[src/rtl/nor_logic_unit.sv]
// nor_logic_unit: registered WIDTH-bit logic unit; every function is a 2-input NOR netlist.
// Define NOR_SWEEP_EN to add the exhaustive truth-table sweep engine (start/busy/done/count).
module nor_logic_unit #(
  parameter int WIDTH = 4,
  parameter int CW    = 2*WIDTH + $clog2(WIDTH) + 1
) (
  input  logic             clk,
  input  logic             reset,
  input  logic             in_valid,
  output logic             in_ready,
  input  logic [2:0]       op,
  input  logic [WIDTH-1:0] a,
  input  logic [WIDTH-1:0] b,
  output logic             out_valid,
  input  logic             out_ready,
  output logic [WIDTH-1:0] out_data
`ifdef NOR_SWEEP_EN
  ,
  input  logic             start,
  output logic             busy,
  output logic             done,
  output logic [CW-1:0]    count
`endif
);

  function automatic logic [CW-1:0] popcount(input logic [WIDTH-1:0] v);
    logic [CW-1:0] sum;
    sum = {CW{1'b0}};
    for (int i = 0; i < WIDTH; i++) begin
      sum = sum + {{(CW-1){1'b0}}, v[i]};
    end
    return sum;
  endfunction

  logic [WIDTH-1:0] net_a_s;
  logic [WIDTH-1:0] net_b_s;
  logic [2:0]       net_op_s;
  logic [WIDTH-1:0] net_y_s;
  logic             busy_s;
  logic             in_fire_s;
  logic             out_valid_r;
  logic [WIDTH-1:0] out_data_r;

  // Per bit: eight functions from NORs, then a 3-level 2:1 mux tree (also NORs) picks one by op.
  for (genvar i = 0; i < WIDTH; i++) begin : g_bit
    logic       not_a, not_b, nor_ab, or_ab, and_ab, nand_ab, xor_ab, xnor_ab, a_and_nb, imply_ab;
    logic       s0_n, s1_n, s2_n;
    logic [7:0] fn;
    logic [3:0] lvl0;
    logic [1:0] lvl1;
    logic       hi_n, lo_n, hi_sel, lo_sel, y_n;

    nor g_not_a (not_a,    net_a_s[i], net_a_s[i]);
    nor g_not_b (not_b,    net_b_s[i], net_b_s[i]);
    nor g_nor   (nor_ab,   net_a_s[i], net_b_s[i]);
    nor g_or    (or_ab,    nor_ab,     nor_ab);
    nor g_and   (and_ab,   not_a,      not_b);
    nor g_nand  (nand_ab,  and_ab,     and_ab);
    nor g_xor   (xor_ab,   nor_ab,     and_ab);
    nor g_xnor  (xnor_ab,  xor_ab,     xor_ab);
    nor g_anb   (a_and_nb, not_a,      net_b_s[i]);
    nor g_imply (imply_ab, a_and_nb,   a_and_nb);
    assign fn = {imply_ab, xnor_ab, xor_ab, nand_ab, and_ab, nor_ab, or_ab, not_a};

    nor g_s0 (s0_n, net_op_s[0], net_op_s[0]);
    nor g_s1 (s1_n, net_op_s[1], net_op_s[1]);
    nor g_s2 (s2_n, net_op_s[2], net_op_s[2]);

    for (genvar k = 0; k < 4; k++) begin : g_l0
      logic h_n, l_n, h_sel, l_sel, m_n;
      nor g0 (h_n,     fn[2*k+1], fn[2*k+1]);
      nor g1 (l_n,     fn[2*k],   fn[2*k]);
      nor g2 (h_sel,   s0_n,      h_n);
      nor g3 (l_sel,   net_op_s[0], l_n);
      nor g4 (m_n,     h_sel,     l_sel);
      nor g5 (lvl0[k], m_n,       m_n);
    end

    for (genvar k = 0; k < 2; k++) begin : g_l1
      logic h_n, l_n, h_sel, l_sel, m_n;
      nor g0 (h_n,     lvl0[2*k+1], lvl0[2*k+1]);
      nor g1 (l_n,     lvl0[2*k],   lvl0[2*k]);
      nor g2 (h_sel,   s1_n,        h_n);
      nor g3 (l_sel,   net_op_s[1], l_n);
      nor g4 (m_n,     h_sel,       l_sel);
      nor g5 (lvl1[k], m_n,         m_n);
    end

    nor g_r0 (hi_n,       lvl1[1],     lvl1[1]);
    nor g_r1 (lo_n,       lvl1[0],     lvl1[0]);
    nor g_r2 (hi_sel,     s2_n,        hi_n);
    nor g_r3 (lo_sel,     net_op_s[2], lo_n);
    nor g_r4 (y_n,        hi_sel,      lo_sel);
    nor g_r5 (net_y_s[i], y_n,         y_n);
  end

`ifdef NOR_SWEEP_EN
  typedef enum logic [1:0] {
    ST_IDLE  = 2'd0,
    ST_SWEEP = 2'd1,
    ST_DONE  = 2'd2
  } sweep_state_t;

  sweep_state_t     state_r;
  logic [WIDTH-1:0] a_cnt_r;
  logic [WIDTH-1:0] b_cnt_r;
  logic [2:0]       op_r;
  logic [CW-1:0]    count_r;
  logic             busy_r;
  logic             done_r;

  // While sweeping the shared NOR network is fed from the pair counters instead of the ports.
  assign busy_s   = busy_r;
  assign net_a_s  = busy_r ? a_cnt_r : a;
  assign net_b_s  = busy_r ? b_cnt_r : b;
  assign net_op_s = busy_r ? op_r    : op;
  assign busy     = busy_r;
  assign done     = done_r;
  assign count    = count_r;

  // Sweep FSM: b_cnt inner, a_cnt outer; one pair accumulated per cycle.
  always_ff @(posedge clk or posedge reset) begin
    if (reset) begin
      state_r <= ST_IDLE;
      a_cnt_r <= {WIDTH{1'b0}};
      b_cnt_r <= {WIDTH{1'b0}};
      op_r    <= 3'b000;
      count_r <= {CW{1'b0}};
      busy_r  <= 1'b0;
      done_r  <= 1'b0;
    end else begin
      case (state_r)
        ST_IDLE: begin
          if (start && !out_valid_r) begin
            state_r <= ST_SWEEP;
            op_r    <= op;
            count_r <= {CW{1'b0}};
            a_cnt_r <= {WIDTH{1'b0}};
            b_cnt_r <= {WIDTH{1'b0}};
            busy_r  <= 1'b1;
          end
        end
        ST_SWEEP: begin
          count_r <= count_r + popcount(net_y_s);
          b_cnt_r <= b_cnt_r + WIDTH'(1);
          if (&b_cnt_r) begin
            a_cnt_r <= a_cnt_r + WIDTH'(1);
          end
          if ((&a_cnt_r) && (&b_cnt_r)) begin
            state_r <= ST_DONE;
            busy_r  <= 1'b0;
            done_r  <= 1'b1;
          end
        end
        ST_DONE: begin
          state_r <= ST_IDLE;
          done_r  <= 1'b0;
        end
        default: begin
          state_r <= ST_IDLE;
          busy_r  <= 1'b0;
          done_r  <= 1'b0;
        end
      endcase
    end
  end
`else
  assign busy_s   = 1'b0;
  assign net_a_s  = a;
  assign net_b_s  = b;
  assign net_op_s = op;
`endif

  assign in_ready  = !reset && !busy_s && (!out_valid_r || out_ready);
  assign in_fire_s = in_valid && in_ready;
  assign out_valid = out_valid_r;
  assign out_data  = out_data_r;

  // Output register: load on transfer, hold while stalled, clear after handshake.
  always_ff @(posedge clk or posedge reset) begin
    if (reset) begin
      out_valid_r <= 1'b0;
      out_data_r  <= {WIDTH{1'b0}};
    end else if (in_fire_s) begin
      out_valid_r <= 1'b1;
      out_data_r  <= net_y_s;
    end else if (out_ready) begin
      out_valid_r <= 1'b0;
    end
  end

endmodule

[config.mk]
export PLATFORM = sky130hd
export DESIGN_NAME = nor_logic_unit
export DESIGN_NICKNAME = d
export VERILOG_FILES = /design/src/rtl/nor_logic_unit.sv
export SDC_FILE = /design/constraint.sdc
export NUM_CORES = 1
export LEC_CHECK = 0
export ABC_CLOCK_PERIOD_IN_PS = 1300
export BUFFER_PORTS_ARGS = -buffer_cell sky130_fd_sc_hd__buf_2
export CAP_MARGIN = 40
export CORE_MARGIN = 3
export CORE_UTILIZATION = 35
export DETAILED_ROUTE_END_ITERATION = 16
export GPL_TIMING_DRIVEN = 0
export SYNTH_ARGS = -nofsm -noshare
export SYNTH_HDL_FRONTEND = slang
export SYNTH_SLANG_ARGS = --single-unit
[constraint.sdc]
create_clock -name clk -period 1.3 [get_ports clk]
set_clock_uncertainty 0.05 [all_clocks]
set_input_delay 0.13 -clock clk [delete_from_list [all_inputs] [get_ports clk]]
set_output_delay 0.13 -clock clk [all_outputs]
set_load 0.02 [all_outputs]
==> flow_metrics.env <==
export IMPL_drcViolationCount=0
export IMPL_setup_violations=2
export IMPL_finalMaxSlewViolations=0
export IMPL_synth_nets=119
export IMPL_syn2layout_area_growth_pct=32.1
export IMPL_io_buffers=19
export IMPL_irDropWorstVdd_uv=458
export IMPL_leakagePower_nw=0.513
export IMPL_failed_checks="negative setup slack"
export IMPL_layoutNonFillerInstCount=136
export IMPL_status="finished, violations left"
export IMPL_synth_cell_types=21
export IMPL_arrival_ns=1.39
export IMPL_ys_ff_latch=5
export IMPL_wire_per_inst_um=10.7
export IMPL_synth_area_leader_cell="ha_1"
export IMPL_die_y_um=52.9
export IMPL_yosysTopAreaCellShare=0.325
export IMPL_power_internal_mw=0.463
export IMPL_cap_violations=0
export IMPL_seq_area_frac_synth=0.162
export IMPL_syn_avg_cell_area_um2=9.18
export IMPL_fmax_ghz=0.761
export IMPL_rows=16
export IMPL_viasPerCell=4.71
export IMPL_pwr_share_comb=0.460
export IMPL_clk_pin_slew_ns=0.04
export IMPL_clockBufferDepth=2
export IMPL_netlist_top_cells_area="ha_1 32%, dfrtp_1 16%, mux2i_1 7.8%"
export IMPL_numCtsBuffers=3
export IMPL_ant_nets=0
export IMPL_htree_levels=1
export IMPL_die_width_um=52.9
export IMPL_start_kind="flip-flop"
export IMPL_grt_pass1_wl_mm=2.51
export IMPL_hpwl_mm=1.21
export IMPL_cts_root_buf="clkbuf_4"
export IMPL_slew_limit_headroom=0.800
export IMPL_grt_ovfl_total=0
export IMPL_fillers=194
export IMPL_dp_cells=130
export IMPL_fin_crit_ns=1.31
export IMPL_min_path_cells=3
export IMPL_fin_ws_ns=-0.0140
export IMPL_fin_nets=145
export IMPL_switching_share=0.352
export IMPL_cp_end_kind="flip-flop"
export IMPL_pwr_share_clk=0.254
export IMPL_cp_max_fo=4
export IMPL_grt_max_degree=11
export IMPL_io_pins=21
export IMPL_p_seq_frac=0.286
export IMPL_worstPathRequired_ns=1.38
export IMPL_grt_usage=0.120
export IMPL_min_period_over_period=1.01
export IMPL_finalSetupTns_ns=-0.0221
export IMPL_rsz0062_at_grt="yes"
export IMPL_power_density_mw_per_mm2=701
export IMPL_syn_instance_count=84
export IMPL_critical_path_class="reg -> reg"
export IMPL_synth_warnings=0
export IMPL_insertion_delay_ns=0.24
export IMPL_diodes=0
export IMPL_gp_routability_congestion=0.647
export IMPL_antenna_found_initial=0
export IMPL_dieArea_mm2=0.00280
export IMPL_routed_wl_mm=1.46
export IMPL_cts_sinks=5
export IMPL_holdCritPathClass="in -> reg"
export IMPL_drt_pass1_iter_count=3
export IMPL_reg2reg_depth=3
export IMPL_cts_tree="yes"
export IMPL_vias=641
export IMPL_power_total_mw=0.714
export IMPL_syn_area_um2=771
export IMPL_finalHoldViolations=0
export IMPL_start_util=0.381
export IMPL_grt_pass1_vias=615
export IMPL_drtIter0Drc=3
export IMPL_core_region_area_mm2=0.00202
export IMPL_final_layout_size_suffix_gt1_frac=0.367
export IMPL_p_sw_mw=0.252
export IMPL_tightest_slew_ns=0.300
## layer usage
| metal | vias up | GRT usage | share of wire |
|---|---|---|---|
| met2 | 19 | 0.213 | 0.49 |
| met1 | 281 | 0.143 | 0.43 |
| met3 | 5 | 0.0169 | 0.064 |
| met4 | 0 | 0.0511 | 0.016 |
| met5 | - | 0 | 0 |
| li1 | 336 | - | - |
## power by group through the flow
stage,Combinational [mW],Clock (mW),Sequential (mW)
after floorplan,0.171,0,0.248
after global placement,0.308,0,0.206
after detailed placement,0.314,0,0.207
after CTS,0.331,0.188,0.205
after global routing,0.366,0.199,0.208
final,0.328,0.182,0.204
## cells in the final DEF (no fill, tap or decap)
cell type      synthesis  layout
ha_1                  20      18
mux2_4                 2       2
o21ai_1                0       1
o22ai_1                2       2
dlygate4sd3_1          0       1
o221ai_1               2       2
nand2b_1               2       2
inv_1                 10       6
dfrtp_2                0       1
dfrtp_1                5       4
nand2_1                4       4
ha_4                   0       2
mux4_2                 2       2
mux2i_1                6       6
nor2b_4                0       1
clkbuf_1               0       1
clkbuf_4               0       3
nor2b_1                3       2
or2_2                  1       1
inv_4                  0       4
buf_6                  1       5
a21oi_1                3       3
a31oi_1                2       2
buf_2                  1      16
nor2_1                 7       7
o21ai_0                7       6
a21boi_0               2       2
buf_4                  1       2
nor3b_4                0       1
## logic make-up after synthesis
family          count (synthesis)  synth area share
compound gates                 18             0.140
fa+ha+maj                      20             0.325
buf+inv                        13            0.0795
flops                           5             0.162
mux                            10             0.175
simple gates                   18             0.119
## layout make-up
cell class	instances	area, um^2	share of cell area
plain buffers	3	23.8	0.0233
clock buffers	4	26.3	0.0258
inverters	10	47.5	0.0467
multi-input cells	66	623	0.612
flip-flops and latches	5	126	0.124
well taps	27	33.8	0.0332
repair buffers	21	138	0.135
## Yosys cell counts, drive strengths merged
master,n
ha,20
inv,10
nor2,7
o21ai,7
mux2i,6
dfrtp,5
nand2,4
a21oi,3
buf,3
nor2b,3
a21boi,2
a31oi,2
mux2,2
mux4,2
nand2b,2
o221ai,2
o22ai,2
nor3b,1
or2,1
## timing repair
action / CTS / global route
setup endpoints to repair: 2 / 4
gates cloned: 0 / 0
hold buffers: 1 / 0
gates resized for setup: 8 / 2
buffers inserted: 1 / 0
pin swaps: 4 / 0
hold endpoints to repair: 5 / 0
## critical path: stages (launching register included)
cell	delay (ns)
dfrtp_2	0.39
nor2b_4	0.14
nor3b_4	0.29
mux2_4	0.33
## state kept, by name, summed over array words and instances, names as in the netlist
name,cells
out_data,4
out_valid,1
## path summary, 6_finish.rpt
| kind | startpoint | endpoint | slack [ns] |
|---|---|---|---|
| min in group asynchronous | reset | out_data[3]$_DFFE_PP0P_ | 0.32 |
| setup / recovery | out_valid$_DFFE_PP0P_ | out_data[1]$_DFFE_PP0P_ | -0.01 |
| setup reg to reg | out_valid$_DFFE_PP0P_ | out_data[1]$_DFFE_PP0P_ | -0.01 |
| hold reg to reg | out_data[3]$_DFFE_PP0P_ | out_data[3]$_DFFE_PP0P_ | 0.45 |
| hold / removal | op[2] | out_data[0]$_DFFE_PP0P_ | 0.18 |
| max in group asynchronous | reset | out_valid$_DFFE_PP0P_ | 0.69 |
## through the flow
stage | area (um^2) | util | worst slack [ns] | hold slack, ns
3_3_place_gp | 942 | 0.466 | -0.262 | 0.0204
3_5_place_dp | 942 | 0.466 | -0.292 | 0.0237
6_report | 1020 | 0.504 | -0.0140 | 0.178
5_1_grt | 1020 | 0.504 | -0.0675 | 0.206
4_1_cts | 1010 | 0.501 | -0.00849 | 0.172
2_1_floorplan | 813 | - | -0.0806 | -0.142
No activity file was read; power rests on OpenSTA's default activity.
